==> src/rtl/ifc_add_sched.sv <==
// Round-robin two-requester job scheduler in front of the ifc_add engine (len, N data, result).
// Optional per-requester job counters jobs0/jobs1 are enabled with `define IFC_SCHED_STATS_EN.
module ifc_add_sched #(
  parameter int LEN_W  = 8,
  parameter int DATA_W = 8
) (
  input  logic              clk,
  input  logic              rst,
  input  logic              rq0_req,
  input  logic              rq1_req,
  input  logic [LEN_W-1:0]  rq0_len_value,
  input  logic [LEN_W-1:0]  rq1_len_value,
  input  logic              rq0_len_en,
  input  logic              rq1_len_en,
  output logic              rq0_len_rdy,
  output logic              rq1_len_rdy,
  input  logic [DATA_W-1:0] rq0_din_value,
  input  logic [DATA_W-1:0] rq1_din_value,
  input  logic              rq0_din_en,
  input  logic              rq1_din_en,
  output logic              rq0_din_rdy,
  output logic              rq1_din_rdy,
  input  logic              rq0_dout_en,
  input  logic              rq1_dout_en,
  output logic [DATA_W-1:0] rq0_dout_value,
  output logic [DATA_W-1:0] rq1_dout_value,
  output logic              rq0_dout_rdy,
  output logic              rq1_dout_rdy,
  output logic [LEN_W-1:0]  eng_len_value,
  output logic              eng_len_en,
  input  logic              eng_len_rdy,
  output logic [DATA_W-1:0] eng_din_value,
  output logic              eng_din_en,
  input  logic              eng_din_rdy,
  input  logic [DATA_W-1:0] eng_dout_value,
  output logic              eng_dout_en,
  input  logic              eng_dout_rdy,
  output logic              busy,
  output logic              gnt
`ifdef IFC_SCHED_STATS_EN
  ,
  output logic [15:0]       jobs0,
  output logic [15:0]       jobs1
`endif
);

  typedef enum logic [1:0] {S_IDLE, S_LEN, S_DATA, S_RESULT} state_t;

  state_t             state_q, state_d;
  logic               gnt_q, gnt_d, last_q, last_d;
  logic [LEN_W-1:0]   count_q, count_d;
  logic               len_rdy, din_rdy, dout_rdy;
  logic [DATA_W-1:0]  dout_value;
  logic               result_xfer;

  // Requester-side signals of whoever currently holds the grant
  logic               sel_len_en, sel_din_en, sel_dout_en;
  logic [LEN_W-1:0]   sel_len_value;
  logic [DATA_W-1:0]  sel_din_value;

  assign sel_len_en    = gnt_q ? rq1_len_en    : rq0_len_en;
  assign sel_din_en    = gnt_q ? rq1_din_en    : rq0_din_en;
  assign sel_dout_en   = gnt_q ? rq1_dout_en   : rq0_dout_en;
  assign sel_len_value = gnt_q ? rq1_len_value : rq0_len_value;
  assign sel_din_value = gnt_q ? rq1_din_value : rq0_din_value;

  always_ff @(posedge clk or posedge rst) begin
    if (rst) begin
      state_q <= S_IDLE;
      gnt_q   <= 1'b0;
      last_q  <= 1'b1;
      count_q <= '0;
    end else begin
      state_q <= state_d;
      gnt_q   <= gnt_d;
      last_q  <= last_d;
      count_q <= count_d;
    end
  end

  always_comb begin
    state_d       = state_q;
    gnt_d         = gnt_q;
    last_d        = last_q;
    count_d       = count_q;
    len_rdy       = 1'b0;
    din_rdy       = 1'b0;
    dout_rdy      = 1'b0;
    dout_value    = '0;
    eng_len_en    = 1'b0;
    eng_len_value = '0;
    eng_din_en    = 1'b0;
    eng_din_value = '0;
    eng_dout_en   = 1'b0;
    result_xfer   = 1'b0;
    case (state_q)
      S_IDLE: begin
        if (rq0_req || rq1_req) begin
          // On a tie the requester not served last wins
          gnt_d   = (rq0_req && rq1_req) ? ~last_q : rq1_req;
          state_d = S_LEN;
        end
      end
      S_LEN: begin
        len_rdy       = eng_len_rdy;
        eng_len_en    = sel_len_en;
        eng_len_value = sel_len_value;
        if (eng_len_rdy && sel_len_en) begin
          count_d = sel_len_value;
          state_d = (sel_len_value == '0) ? S_RESULT : S_DATA;
        end
      end
      S_DATA: begin
        din_rdy       = eng_din_rdy;
        eng_din_en    = sel_din_en;
        eng_din_value = sel_din_value;
        if (eng_din_rdy && sel_din_en) begin
          if (count_q != '0) count_d = count_q - LEN_W'(1);
          if (count_q == LEN_W'(1)) state_d = S_RESULT;
        end
      end
      S_RESULT: begin
        dout_rdy    = eng_dout_rdy;
        dout_value  = eng_dout_value;
        eng_dout_en = sel_dout_en;
        if (eng_dout_rdy && sel_dout_en) begin
          result_xfer = 1'b1;
          last_d      = gnt_q;
          state_d     = S_IDLE;
        end
      end
      default: state_d = S_IDLE;
    endcase
  end

  assign rq0_len_rdy    = len_rdy  & ~gnt_q;
  assign rq1_len_rdy    = len_rdy  &  gnt_q;
  assign rq0_din_rdy    = din_rdy  & ~gnt_q;
  assign rq1_din_rdy    = din_rdy  &  gnt_q;
  assign rq0_dout_rdy   = dout_rdy & ~gnt_q;
  assign rq1_dout_rdy   = dout_rdy &  gnt_q;
  assign rq0_dout_value = gnt_q ? '0 : dout_value;
  assign rq1_dout_value = gnt_q ? dout_value : '0;
  assign busy           = (state_q != S_IDLE);
  assign gnt            = gnt_q;

`ifdef IFC_SCHED_STATS_EN
  always_ff @(posedge clk or posedge rst) begin
    if (rst) begin
      jobs0 <= '0;
      jobs1 <= '0;
    end else if (result_xfer) begin
      if (gnt_q) jobs1 <= jobs1 + 16'd1;
      else       jobs0 <= jobs0 + 16'd1;
    end
  end
`endif

endmodule

==> config.mk <==
export PLATFORM = sky130hd
export DESIGN_NAME = ifc_add_sched
export DESIGN_NICKNAME = d
export VERILOG_FILES = /design/src/rtl/ifc_add_sched.sv
export SDC_FILE = /design/constraint.sdc
export NUM_CORES = 1
export LEC_CHECK = 0
export CORE_MARGIN = 3
export CORE_UTILIZATION = 38
export CTS_CLUSTER_SIZE = 16
export DETAILED_ROUTE_END_ITERATION = 10
export PLACE_DENSITY_LB_ADDON = 0.25
export SLEW_MARGIN = 10
export SYNTH_ARGS = -nofsm -noshare
export SYNTH_HDL_FRONTEND = slang
export SYNTH_SLANG_ARGS = --single-unit
==> constraint.sdc <==
create_clock -name clk -period 5.05 [get_ports clk]
set_input_delay 0.505 -clock clk [delete_from_list [all_inputs] [get_ports clk]]
set_output_delay 0.505 -clock clk [all_outputs]
set_load 0.01 [all_outputs]
Yosys cells after proc, flatten, opt, wreduce, memory -nomap -nowiden --
Cells that the tools add are included.
Operators by class: $add $sub $neg 1, eq/ne operators 10, mux-type cells 28, bitwise operators 8, reduce and logical (&&, ||, !) cells 14
Operators by type and width (number):
- 2-to-1 mux 8 bit | 10
- one-hot mux 8 bit (2 select lines) | 1
- != test 2 bit, second input constant | 6
- 2-to-1 mux 1 bit | 11
- 2-to-1 mux 2 bit | 5
- == test 8 x 1 -> 1 bit, second input constant | 1
- zero test 8 bit | 1
- one-hot mux 2 bit (4 select lines) | 1
- nonzero test 8 bit | 1
- subtractor 8 x 1 -> 8 bit, second input constant | 1
- bitwise AND 1 bit | 6
- AND reduction 5 bit | 1
- == test 2 bit, second input constant | 2
- logical AND 1 bit | 4
- AND reduction 2 bit | 2
- AND reduction 4 bit | 1
- nonzero test 2 bit | 2
- == test 2 x 1 -> 1 bit, second input constant | 1
- zero test 2 bit | 1
- inverter 1 bit | 2
- logical OR 1 bit | 1
Word-level totals: flip-flop bits (word level) 12, bits of input ports 53, output and inout bits 43, logic and storage cells 65

Depth between registers and ports, before layout --
Gate-level depths: netlist of run 1.
depth after elaboration 5, depth in mapped cells 7, mapped depth without buffers 7

Worst setup path before layout of run 1 --
No wires, ideal clock.
kind flip-flop to output port, start register gnt_q, in the netlist gnt, end output port rq0_dout_rdy, arrival time 1.623 ns, required time 4.545 ns, slack 2.922 ns, cell stages (with the launch flop) 7, buffers on the path 4, path through dfrtp_1 -> buf_4 -> clkbuf_1 -> buf_2 -> buf_2 -> nor2b_1 -> and2_1
On the way: cells in the longest elaborated chain, start to end 2
RTL lines:
- start: declaration | line 50 | logic gnt_q, gnt_d, last_q, last_d;
- start signal: assignment | line 75 | gnt_q <= gnt_d;
- inverter 1 bit | line 140 | assign rq0_dout_rdy = dout_rdy & ~gnt_q;
- bitwise AND 1 bit | line 140
- end: declaration | line 27 | output logic rq0_dout_rdy,
No other way between the ends.

Worst setup path after layout of run 1 --
start register state_q[0], end output port rq0_din_rdy
On the way: cells in the longest elaborated chain, start to end 3
RTL lines:
- start: declaration | line 49 | state_t state_q, state_d;
- start signal: assignment | line 74 | state_q <= state_d;
- == test 2 bit | line 96 | case (state_q)
- 2-to-1 mux 1 bit | line 96
- bitwise AND 1 bit | line 138 | assign rq0_din_rdy = din_rdy & ~gnt_q;
- end: declaration | line 21 | output logic rq0_din_rdy,
No other way between the ends.

==> results of run 1 <==
==> kinds of logic after synthesis <==
group / count (synthesis) / share of synthesized area [%]
AND/OR/NAND/NOR: 87 / 35.49
AO/OA/AOI/OAI: 32 / 15.88
adder cells (fa/ha/maj): 7 / 6.387
multiplexers: 20 / 15.15
buffers and inverters: 17 / 5.110
flip-flops: 12 / 21.99
==> through the flow <==
step / hold slack (ps) / cells / power (mW) / utilization (%)
6_report: 520.0 / 311 / 1.093 / 69.67
5_1_grt: 585.1 / 311 / 1.182 / 69.67
2_1_floorplan: 369.0 / 175 / 0.6973 / -
3_5_place_dp: 524.7 / 307 / 1.015 / 68.61
3_3_place_gp: 522.2 / 307 / 1.001 / 68.61
4_1_cts: 542.5 / 311 / 1.096 / 69.67
==> final cells by class <==
cell class / instances / area [µm²]
Fill cell: 284 / 1036
Multi-Input combinational cell: 146 / 999.7
Timing Repair Buffer: 96 / 958.4
Sequential cell: 12 / 301.5
Tap cell: 46 / 57.56
Clock buffer: 4 / 36.28
Inverter: 7 / 26.28
==> flip-flops by register name, indices dropped and copies added, names as in the netlist <==
signal,flops
count_q,8
state_q,2
gnt,1
last_q,1
==> routing by layer <==
layer	wire, µm	vias to the layer above	GRT usage [%]
met5	0	-	0
met4	56	0	4.569
met3	421	6	4.592
met2	2085	70	32.92
met1	2065	728	27.77
li1	-	803	-
==> worst min path at each step <==
stage	endpoint	slack (ps)	cells after the start
3_3_place_gp	last_q	520	2
5_1_grt	count_q[1]	590	2
3_5_place_dp	last_q	520	2
4_1_cts	state_q[0]	540	2
6_report	count_q[0]	520	2
2_1_floorplan	count_q[0]	370	1
==> critical path: stages (launching register included) <==
cell and delay [ps]:
dfrtp_1 430, inv_1 110, ha_1 770, nand2_1 210
nor2_1 140, clkdlybuf4s50_1 560
==> Yosys cell counts (all sizes together) (2+ instances only) <==
cell	instances
nor2b	17
and2	14
mux2i	14
a21oi	12
nand2	12
and3	11
dfrtp	11
nor3	9
nor2	8
clkbuf	7
ha	7
inv	7
mux2	6
nand3	5
buf	3
nand2b	3
o21a	3
a211oi	2
a31oi	2
nor4b	2
o21ai	2
o31ai	2
or3	2
==> report_power, final <==
part / leakage, nW / internal, mW / total [mW] / switching, mW
Sequential: 0.136 / 0.147 / 0.216 / 0.0693
Combinational: 0.811 / 0.420 / 0.797 / 0.376
Clock: 0.0210 / 0.0439 / 0.0800 / 0.0361
==> impl_metrics.json, run 1 <==
{
  "post-dp-hpwl_mm": 3.752,
  "core.rowCount": 21,
  "yosys_warnings": 0,
  "final_cell_mix": "95 x clkdlybuf4s50_1, 17 x nor2b_1, 14 x mux2i_1, 14 x and2_1, 12 x nand2_1",
  "synth.largest_area_cell": "dfrtp_1",
  "synth-edff-count": 0,
  "synthCells": 175,
  "netlist_area_um2": 1371,
  "fin_tns_setup_ps": 0,
  "hold_path.class": "in2async",
  "die_y_um": 66.07,
  "start_util_pct": 40.15,
  "avgSynthCellArea_um2": 7.836,
  "synth_top_area_share_pct": 20.07,
  "post_cts_buffers": 0,
  "portBuffers": 95,
  "grt_pass1_wl_mm": 6.969,
  "r2r-start": "state_q[0]",
  "ant_nets": 0,
  "cp.arrival_ps": 2500,
  "maxCapViolCount": 0,
  "worstPathMaxFanout": 32,
  "cts.path.max_buffers": 2,
  "track_usage_pct": 20.44,
  "clock-sinks": 12,
  "leakage_nw": 0.9681,
  "synth_nets": 235,
  "drt_wl_total_mm": 4.629,
  "rr_worst_depth": 7,
  "die_w_um": 66.07,
  "n_antenna_cell": 0,
  "path_clk_slew_ps": 90,
  "cts-buffers-inserted": 3,
  "end_kind": "output port",
  "skew_ps": 8.223,
  "dp_slack_ps": 2208,
  "fin_nets": 326,
  "final_hold_viol_count": 0,
  "ys_seq_area_share_pct": 21.99,
  "vias": 1607,
  "clk_latency_ps": 280,
  "dr.pass1.iters": 4,
  "drive_gt1_share_pct": 4.906,
  "antenna_found_initial": 0,
  "syn2layout_area_growth_pct": 73.54,
  "tightest_slew_ps": 913.4,
  "ys.flop_type": "dfrtp_1",
  "vias_per_cell": 5.167,
  "drc_errors": 0,
  "final_common_cell": "clkdlybuf4s50_1",
  "wl_per_cell_um": 14.88,
  "synth_seq_cells": 12,
  "final_cell_area_um2": 2380,
  "overflow": 0,
  "io_pins": 96,
  "placed_cell_area_um2": 2344,
  "report.final.slew_viol_count": 0,
  "critPathRequiredTime_ps": 4550,
  "place_congestion": 0.8061,
  "dieArea_um2": 4365,
  "async_flop_share_pct": 100.0,
  "grt_start_max_net_pins": 33,
  "root_buffer": "clkbuf_4",
  "r2r_end": "count_q[6]",
  "vdd_ir_drop_max_mv": 0.3163,
  "rrSetupSlack_ps": 2170,
  "period_share_pct": 59.52,
  "grt_pass1_vias": 1465,
  "ys_types": 39,
  "crit_end": "rq0_din_rdy",
  "cts_resized": 0,
  "relSlewSlack_pct": 39.11,
  "rsz0062_at_grt": "no",
  "synth.area.top_cells": "dfrtp_1 20%, mux2i_1 10%, nor2b_1 7.8%, and2_1 6.4%, ha_1 6.4%",
  "ctsHoldBuffers": 0,
  "fin_crit_ps": 3006,
  "outcome": "complete, no violations",
  "startpoint": "state_q[0]",
  "max_freq_mhz": 332.7,
  "cts_tree": "yes",
  "power_density_nw_per_um2": 459.3,
  "layout_setup_ws_ps": 2044,
  "start_kind": "flop",
  "setup_viol": 0,
  "core_area_um2": 3416,
  "criticalPathCategory": "reg2out",
  "dr.first_iter.drc_count": 90,
  "htreeDepth": 1
}
Power figures use the tool's default switching activity.
==> run 2, diff against run 1 <==
- CORE_UTILIZATION: 38 -> 32
- clock period: 5.05 -> 2.5 ns (I/O delays scaled with it)
==> run 2 against run 1 <==
Register-to-register slack lost 1900 ps. Design area up 2.2%. Combinational power is 110% higher. Clock power is 130% higher. Critical path type unchanged. Largest cell class unchanged. Highest routed layer unchanged.
==> impl_metrics.json, run 2 (same netlist as run 1, synthesis figures left out) <==
{
  "outcome": "complete, no violations",
  "largest_reg_flops": 8,
  "top_register": "count_q",
  "die_y_um": 71.46,
  "critPathRequiredTime_ps": 2250,
  "report.final.slew_viol_count": 0,
  "n_antenna_cell": 0,
  "drc_errors": 0,
  "cts_resized": 0,
  "leakage_nw": 0.9947,
  "rr_worst_depth": 7,
  "cts.path.max_buffers": 2,
  "dp_slack_ps": 267.2,
  "clock-sinks": 12,
  "rrSetupSlack_ps": 250,
  "setup_viol": 0,
  "r2r-start": "state_q[0]",
  "max_freq_mhz": 442.9,
  "cts-buffers-inserted": 3,
  "period_share_pct": 90.31,
  "rsz0062_at_grt": "no",
  "die_w_um": 71.46,
  "clk_latency_ps": 240,
  "placed_cell_area_um2": 2386,
  "core.rowCount": 23,
  "start_kind": "flop",
  "root_buffer": "clkbuf_8",
  "grt_pass1_vias": 1452,
  "vdd_ir_drop_max_mv": 0.6518,
  "ant_nets": 0,
  "r2r_end": "count_q[6]",
  "final_cell_area_um2": 2431,
  "drive_gt1_share_pct": 6.296,
  "skew_ps": 5.231,
  "vias": 1630,
  "cp.arrival_ps": 2010,
  "vias_per_cell": 5.094,
  "drt_wl_total_mm": 4.831,
  "final_util_pct": 59.91,
  "criticalPathCategory": "reg2out",
  "track_usage_pct": 17.78,
  "start_util_pct": 33.80,
  "ctsHoldBuffers": 0,
  "fin_crit_ps": 2258,
  "portBuffers": 95,
  "fin_nets": 331,
  "power_density_nw_per_um2": 942.9,
  "tightest_slew_ps": 571.9,
  "final_common_cell": "clkdlybuf4s50_1",
  "dr.pass1.iters": 4,
  "layout_setup_ws_ps": 242.3,
  "syn2layout_area_growth_pct": 77.28,
  "wl_per_cell_um": 15.10,
  "grt_pass1_wl_mm": 7.300,
  "final_hold_viol_count": 0,
  "place_congestion": 0.7488,
  "fin_tns_setup_ps": 0,
  "hold_path.class": "in2async",
  "overflow": 0,
  "relSlewSlack_pct": 61.39,
  "cts_tree": "yes",
  "post_cts_buffers": 0,
  "end_kind": "output port",
  "htreeDepth": 1,
  "post-dp-hpwl_mm": 4.021,
  "io_pins": 96,
  "final_cell_mix": "95 x clkdlybuf4s50_1, 17 x nor2b_1, 14 x mux2i_1, 14 x and2_1, 12 x nand2_1",
  "grt_start_max_net_pins": 17,
  "dieArea_um2": 5107,
  "maxCapViolCount": 0,
  "dr.first_iter.drc_count": 61,
  "fillers": 376,
  "largest_registers": "count_q: 8 flops, state_q: 2 flops",
  "path_clk_slew_ps": 50,
  "worstPathMaxFanout": 16,
  "core_area_um2": 4058,
  "antenna_found_initial": 0
}
-- run 2: cell types whose count changed in the layout (fill, tap and decap cells not counted), sizes merged --
cell	before	now
buf	1	6
-- run 2: layout make-up --
type | count | area, µm² | share of cell area [%]
Tap cell | 50 | 62.56 | 2.573
Timing Repair Buffer | 101 | 996.0 | 40.97
Sequential cell | 12 | 301.5 | 12.40
Inverter | 7 | 26.28 | 1.081
Multi-Input combinational cell | 146 | 999.7 | 41.12
Clock buffer | 4 | 45.04 | 1.853
-- run 2: per-layer routing --
metal	global-route usage (%)	routed length [µm]
met1	24.74	2287
met2	28.57	2142
met3	2.665	356
met4	5.010	44
met5	0	0
-- run 2: how the worst max path moves through the flow --
stage	startpoint	to	slack [ps]	cells past startpoint
floorplan	state_q[0]	count_q[6]	500	7
global placement	state_q[0]	count_q[6]	350	7
detailed placement	state_q[0]	count_q[6]	270	7
CTS	state_q[0]	eng_din_en	210	5
global route	state_q[0]	eng_din_en	90	5
finish	state_q[0]	eng_din_en	240	5
-- run 2: where the power goes --
group          total [mW]  internal (mW)  leakage (nW)  switching, mW
clock               0.181          0.112        0.0228         0.0686
combinational        1.70          0.894         0.836          0.807
sequential          0.411          0.299         0.136          0.112
-- run 2: worst max-delay path, cell delays in order, from the launching register on --
cell and delay, ps:
dfrtp_1 420, inv_1 120, ha_1 270, buf_4 240
nor2b_1 170, clkdlybuf4s50_1 550
-- run 2: per-stage QoR --
step | hold slack (ps) | std cells | total power, mW
6_report | 314.8 | 320 | 2.292
5_1_grt | 361.2 | 320 | 2.481
4_1_cts | 331.7 | 320 | 2.318
3_5_place_dp | 510.5 | 316 | 2.124
3_3_place_gp | 504.3 | 316 | 2.103
2_1_floorplan | 114.0 | 175 | 1.409
